**src/rtl/calc_pkg.sv**
```systemverilog
// Shared definitions for the operand entry controller and the add/subtract display stage.
package calc_pkg;

  localparam int OPERAND_W = 4;

  localparam logic OP_ADD = 1'b1;
  localparam logic OP_SUB = 1'b0;

  typedef enum logic [1:0] {
    ENTER_A  = 2'b00,
    ENTER_B  = 2'b01,
    ENTER_OP = 2'b10,
    SHOW     = 2'b11
  } state_e;

endpackage

```
**src/rtl/button_debouncer.sv**
```systemverilog
// Two-flop synchronizer, stability counter and rising-edge press detector for one raw button.
module button_debouncer #(
  parameter int DEBOUNCE_CYCLES = 250000
) (
  input  logic clk,
  input  logic reset,
  input  logic btn_i,
  output logic press_o
);

  localparam int CNT_W = $clog2(DEBOUNCE_CYCLES);
  localparam logic [CNT_W-1:0] CNT_MAX = CNT_W'(DEBOUNCE_CYCLES - 1);

  logic             sync1_q;
  logic             sync2_q;
  logic             level_q;
  logic             level_d;
  logic             prev_q;
  logic [CNT_W-1:0] cnt_q;
  logic [CNT_W-1:0] cnt_d;

  // Level flips only on the last of DEBOUNCE_CYCLES consecutive disagreeing cycles.
  always_comb begin
    cnt_d   = '0;
    level_d = level_q;
    if (sync2_q != level_q) begin
      if (cnt_q == CNT_MAX) begin
        level_d = sync2_q;
        cnt_d   = '0;
      end else begin
        cnt_d = cnt_q + CNT_W'(1);
      end
    end else begin
      cnt_d = '0;
    end
  end

  // Synchronizer, counter, debounced level and edge history registers.
  always_ff @(posedge clk) begin
    if (reset) begin
      sync1_q <= 1'b0;
      sync2_q <= 1'b0;
      cnt_q   <= '0;
      level_q <= 1'b0;
      prev_q  <= 1'b0;
    end else begin
      sync1_q <= btn_i;
      sync2_q <= sync1_q;
      cnt_q   <= cnt_d;
      level_q <= level_d;
      prev_q  <= level_q;
    end
  end

  assign press_o = level_q & ~prev_q;

endmodule

```
**src/rtl/operand_entry_controller.sv**
```systemverilog
// Collects operand A, operand B and the operation select through debounced enter/clear buttons.
module operand_entry_controller
  import calc_pkg::*;
#(
  parameter int DEBOUNCE_CYCLES = 250000
) (
  input  logic                 clk,
  input  logic                 reset,
  input  logic [OPERAND_W-1:0] sw,
  input  logic                 op_sw,
  input  logic                 btn_enter,
  input  logic                 btn_clear,
  output logic [OPERAND_W-1:0] A,
  output logic [OPERAND_W-1:0] B,
  output logic                 S,
  output logic                 operands_valid,
  output logic                 load_pulse,
  output logic [1:0]           state_code
);

  logic                 enter_evt_s;
  logic                 clear_evt_s;
  state_e               state_q, state_d;
  logic [OPERAND_W-1:0] a_q, a_d;
  logic [OPERAND_W-1:0] b_q, b_d;
  logic                 s_q, s_d;
  logic                 valid_q, valid_d;
  logic                 load_q, load_d;

  button_debouncer #(.DEBOUNCE_CYCLES(DEBOUNCE_CYCLES)) u_enter_db (
    .clk    (clk),
    .reset  (reset),
    .btn_i  (btn_enter),
    .press_o(enter_evt_s)
  );

  button_debouncer #(.DEBOUNCE_CYCLES(DEBOUNCE_CYCLES)) u_clear_db (
    .clk    (clk),
    .reset  (reset),
    .btn_i  (btn_clear),
    .press_o(clear_evt_s)
  );

  // Next state and captured values; clear discards a coincident enter.
  always_comb begin
    state_d = state_q;
    a_d     = a_q;
    b_d     = b_q;
    s_d     = s_q;
    load_d  = 1'b0;
    if (clear_evt_s) begin
      state_d = ENTER_A;
      a_d     = '0;
      b_d     = '0;
      s_d     = OP_SUB;
    end else if (enter_evt_s) begin
      case (state_q)
        ENTER_A: begin
          a_d     = sw;
          state_d = ENTER_B;
        end
        ENTER_B: begin
          b_d     = sw;
          state_d = ENTER_OP;
        end
        ENTER_OP: begin
          s_d     = op_sw;
          state_d = SHOW;
          load_d  = 1'b1;
        end
        SHOW: begin
          state_d = ENTER_A;
        end
        default: begin
          state_d = ENTER_A;
        end
      endcase
    end else begin
      state_d = state_q;
    end
    valid_d = (state_d == SHOW);
  end

  // State and output registers.
  always_ff @(posedge clk) begin
    if (reset) begin
      state_q <= ENTER_A;
      a_q     <= '0;
      b_q     <= '0;
      s_q     <= OP_SUB;
      valid_q <= 1'b0;
      load_q  <= 1'b0;
    end else begin
      state_q <= state_d;
      a_q     <= a_d;
      b_q     <= b_d;
      s_q     <= s_d;
      valid_q <= valid_d;
      load_q  <= load_d;
    end
  end

  assign A              = a_q;
  assign B              = b_q;
  assign S              = s_q;
  assign operands_valid = valid_q;
  assign load_pulse     = load_q;
  assign state_code     = state_q;

endmodule
```
**config.mk**
```make
export PLATFORM = sky130hd
export DESIGN_NAME = operand_entry_controller
export DESIGN_NICKNAME = d
export VERILOG_FILES = /design/src/rtl/calc_pkg.sv /design/src/rtl/button_debouncer.sv /design/src/rtl/operand_entry_controller.sv
export SDC_FILE = /design/constraint.sdc
export NUM_CORES = 1
export LEC_CHECK = 0
export CORE_MARGIN = 4
export CORE_UTILIZATION = 50
export CTS_CLUSTER_DIAMETER = 150
export DETAILED_ROUTE_END_ITERATION = 8
export DONT_BUFFER_PORTS = 1
export GPL_TIMING_DRIVEN = 0
export PLACE_DENSITY = 0.74
export SETUP_SLACK_MARGIN = 0.5
export SLEW_MARGIN = 20
export SYNTH_ARGS = -nofsm -noshare
export SYNTH_HDL_FRONTEND = slang
export SYNTH_SLANG_ARGS = --single-unit
```
**constraint.sdc**
```tcl
create_clock -name clk -period 2.18 [get_ports clk]
set_input_delay 0.109 -clock clk [delete_from_list [all_inputs] [get_ports clk]]
set_output_delay 0.109 -clock clk [all_outputs]
set_load 0.01 [all_outputs]
```
==> results by group <==
Worst setup path
  – Cells on worst reg2reg path: 4
  – CP Data Arrival Time: 1900 ps
  – Crit-path max FO: 5
  – Crit path launch: u_clear_db.cnt_q[8]$_SDFF_PP0_
  – Critical Path End Type: register
  – RR Startpoint: u_clear_db.cnt_q[8]$_SDFF_PP0_
  – CP Launch Type: register
  – Crit path required time: 2440 ps
  – CP Class: reg2reg

Detailed routing
  – Vias/cell: 5.13
  – ANT nets after route: 0
  – Detailed-route via count: 1,945
  – Initial DRC Count: 88
  – Drt total wl: 4820 um
  – Average wire per standard cell: ~13 um
  – Initial DRT Pass Iterations: 6
  – Residual DRC: 0

Timing
  – Sum Neg Setup Slack: 0 ps
  – Final period util: 0.753
  – Worst slew pin tran: 416 ps
  – Fin. max-slew vios: 0
  – Crit path time final: 1640 ps
  – Clock skew: 6.99 ps
  – Fmax: 610 MHz
  – Relative slew slack: 0.719
  – RSZ-0062 raised after global routing: true
  – Final Hold Viols: 0
  – Setup Viol. Count Final: 0

Global route
  – First-pass GRT wire length: slightly below 8000 um
  – Total gr overflow: 0
  – Vias in the first global route: 1,851
  – Antenna violations before repair: 0
  – Total track usage: 0.163
  – Largest net degree at the start of global routing: 11

Placed design
  – GPL Wtd Cong: 0.796
  – DP HPWL: ~3000 um
  – # port buffers: 0
  – Placed cell area: about 2500 sq um

Worst hold path
  – Origin of the worst min-delay path: reset
  – Hold depth: 2
  – HP Class: in2reg

Pwr
  – Max VDD drop: 0.422 mV
  – PD cells: about 740 nW/um^2
  – Leakage power: between 0.9 and 1 nW

Logic synthesis
  – Cell variety after synth: 33
  – Synthesized flop and latch total: 57
  – YS warnings: 0
  – Mapped Cells: 273
  – Netlist Area Pre-Place: 2440 sq um
  – Syn_nets: approximately 290
  – Synth async-reset ratio: 0
  – Top FF cell, synth: dfxtp_1
  – EDFF count, synth: 0
  – Syn Area/Cell: 8.95 sq um
  – Post-synthesis sequential area ratio: 0.467

Cells and area
  – Commonest non-fill, non-tap cell in the layout: dfxtp_1
  – P&R area growth vs syn: 25.5%
  – Share of post-route cells with drive strength above 1: 0.186
  – Final Util: 0.649
  – Commonest non-fill, non-tap cells in the layout: dfxtp_1, nor2_1, nand2_1, xnor2_1, nand3_1
  – Final instance area: 3060 sq um
  – Post-layout nets: 322
  – Antenna diodes: 0

Clock tree
  – Clk_lat worst skew: 330 ps
  – Sink Count: between 50 and 60
  – Longest Clk Path Bufs: 2
  – CTS HTree Levels: 3
  – Worst-path clk slew: 60 ps
  – CTS root buf: clkbuf_8
  – CTS buffer count: 9
  – TritonCTS clock tree: built

Die
  – Initial core utilization: 0.517
  – Die height: 77.9 um
  – Row cnt: 25
  – I/O Pins: 22
  – Core footprint: 4720 sq um
  – Die area: 6070 sq um
  – Die Wd: around 80 um

Outcome
  – Status: completed

Job
  – Number of max-cap violations: 0
[critical path: stages (launching register included)]
cell and delay (ps):
dfxtp_1 450, and4_4 310, nand3_1 150, or4b_1 510, a21oi_2 150
[metal layers]
layer	vias to the layer above	wire [um]	track usage
met5	-	0	0
met4	0	101	0.103
met3	9	230	0.0429
met2	48	2230	0.259
met1	878	2270	0.196
li1	1010	-	-
[cell type report]
cell class                 count  area, sq um
multi-input combinational    200         1310
fill                         383         1660
sequential                    57         1150
tap                           67         83.8
buffer                         9         60.1
clock buffer                  11          141
inverter                       7         26.3
timing repair buffer          23          193
clock inverter                 5          103
[registers in the layout, indices dropped and copies added, names as in the netlist, 2 cells and up]
| register | cells |
|---|---|
| u_clear_db.cnt_q | 18 |
| A | 4 |
| u_enter_db.cnt_q | 18 |
| state_code | 2 |
| B | 4 |
[report_power, final]
part	switching (mW)	internal [mW]	total, mW
registers	0.00235	1.05	1.05
logic	0.0187	0.0213	0.0400
clock network	0.398	0.788	1.19
total	0.419	1.86	2.27
[synthesized netlist by cell type (all sizes together), types with 2 or more instances]
library cell,number,area share
a211oi,2,0.0061
a21oi,13,0.027
and3,3,0.0077
and4,3,0.011
buf,4,0.016
clkbuf,5,0.0077
dfxtp,57,0.47
ha,6,0.031
inv,7,0.011
nand2,22,0.034
nand3,20,0.043
nand4,11,0.028
nor2,48,0.074
nor2b,9,0.023
nor3,7,0.014
nor4,9,0.023
nor4b,2,0.012
o21ai,3,0.0061
o41ai,3,0.018
or4b,3,0.012
xnor2,21,0.075
xor2,9,0.032
[cells by family after synthesis]
family | share of synthesized area
simple gates | 0.295
flops | 0.467
xor+xnor | 0.108
compound gates | 0.0610
buf+inv | 0.0343
fa+ha+maj | 0.0307
mux | 0.00461
[per-stage QoR]
step	hold slack (ps)	cells	total power, mW	setup slack, ps
after floorplan	237	273	1.09	535
after global routing	180	379	2.36	451
after global placement	239	340	1.09	337
after detailed placement	244	340	1.09	323
final	162	379	2.27	540
after CTS	147	370	2.31	530
[timing repair]
| action | in CTS | in global routing |
|---|---|---|
| hold endpoints to repair | 13 | 0 |
| buffers inserted | 6 | 9 |
| gates resized for setup | 6 | 20 |
| pin swaps | 2 | 5 |
| endpoints found under the setup margin | 30 | 22 |
| hold buffers | 8 | 0 |
[worst paths after layout]
kind | slack [ps] | to
max | 540 | u_clear_db.cnt_q[17]$_SDFF_PP0_
min | 160 | u_enter_db.sync2_q$_SDFF_PP0_
max reg2reg | 540 | u_clear_db.cnt_q[17]$_SDFF_PP0_
min reg2reg | 430 | u_enter_db.cnt_q[0]$_SDFF_PP0_
No activity file was read; power rests on OpenSTA's default activity.
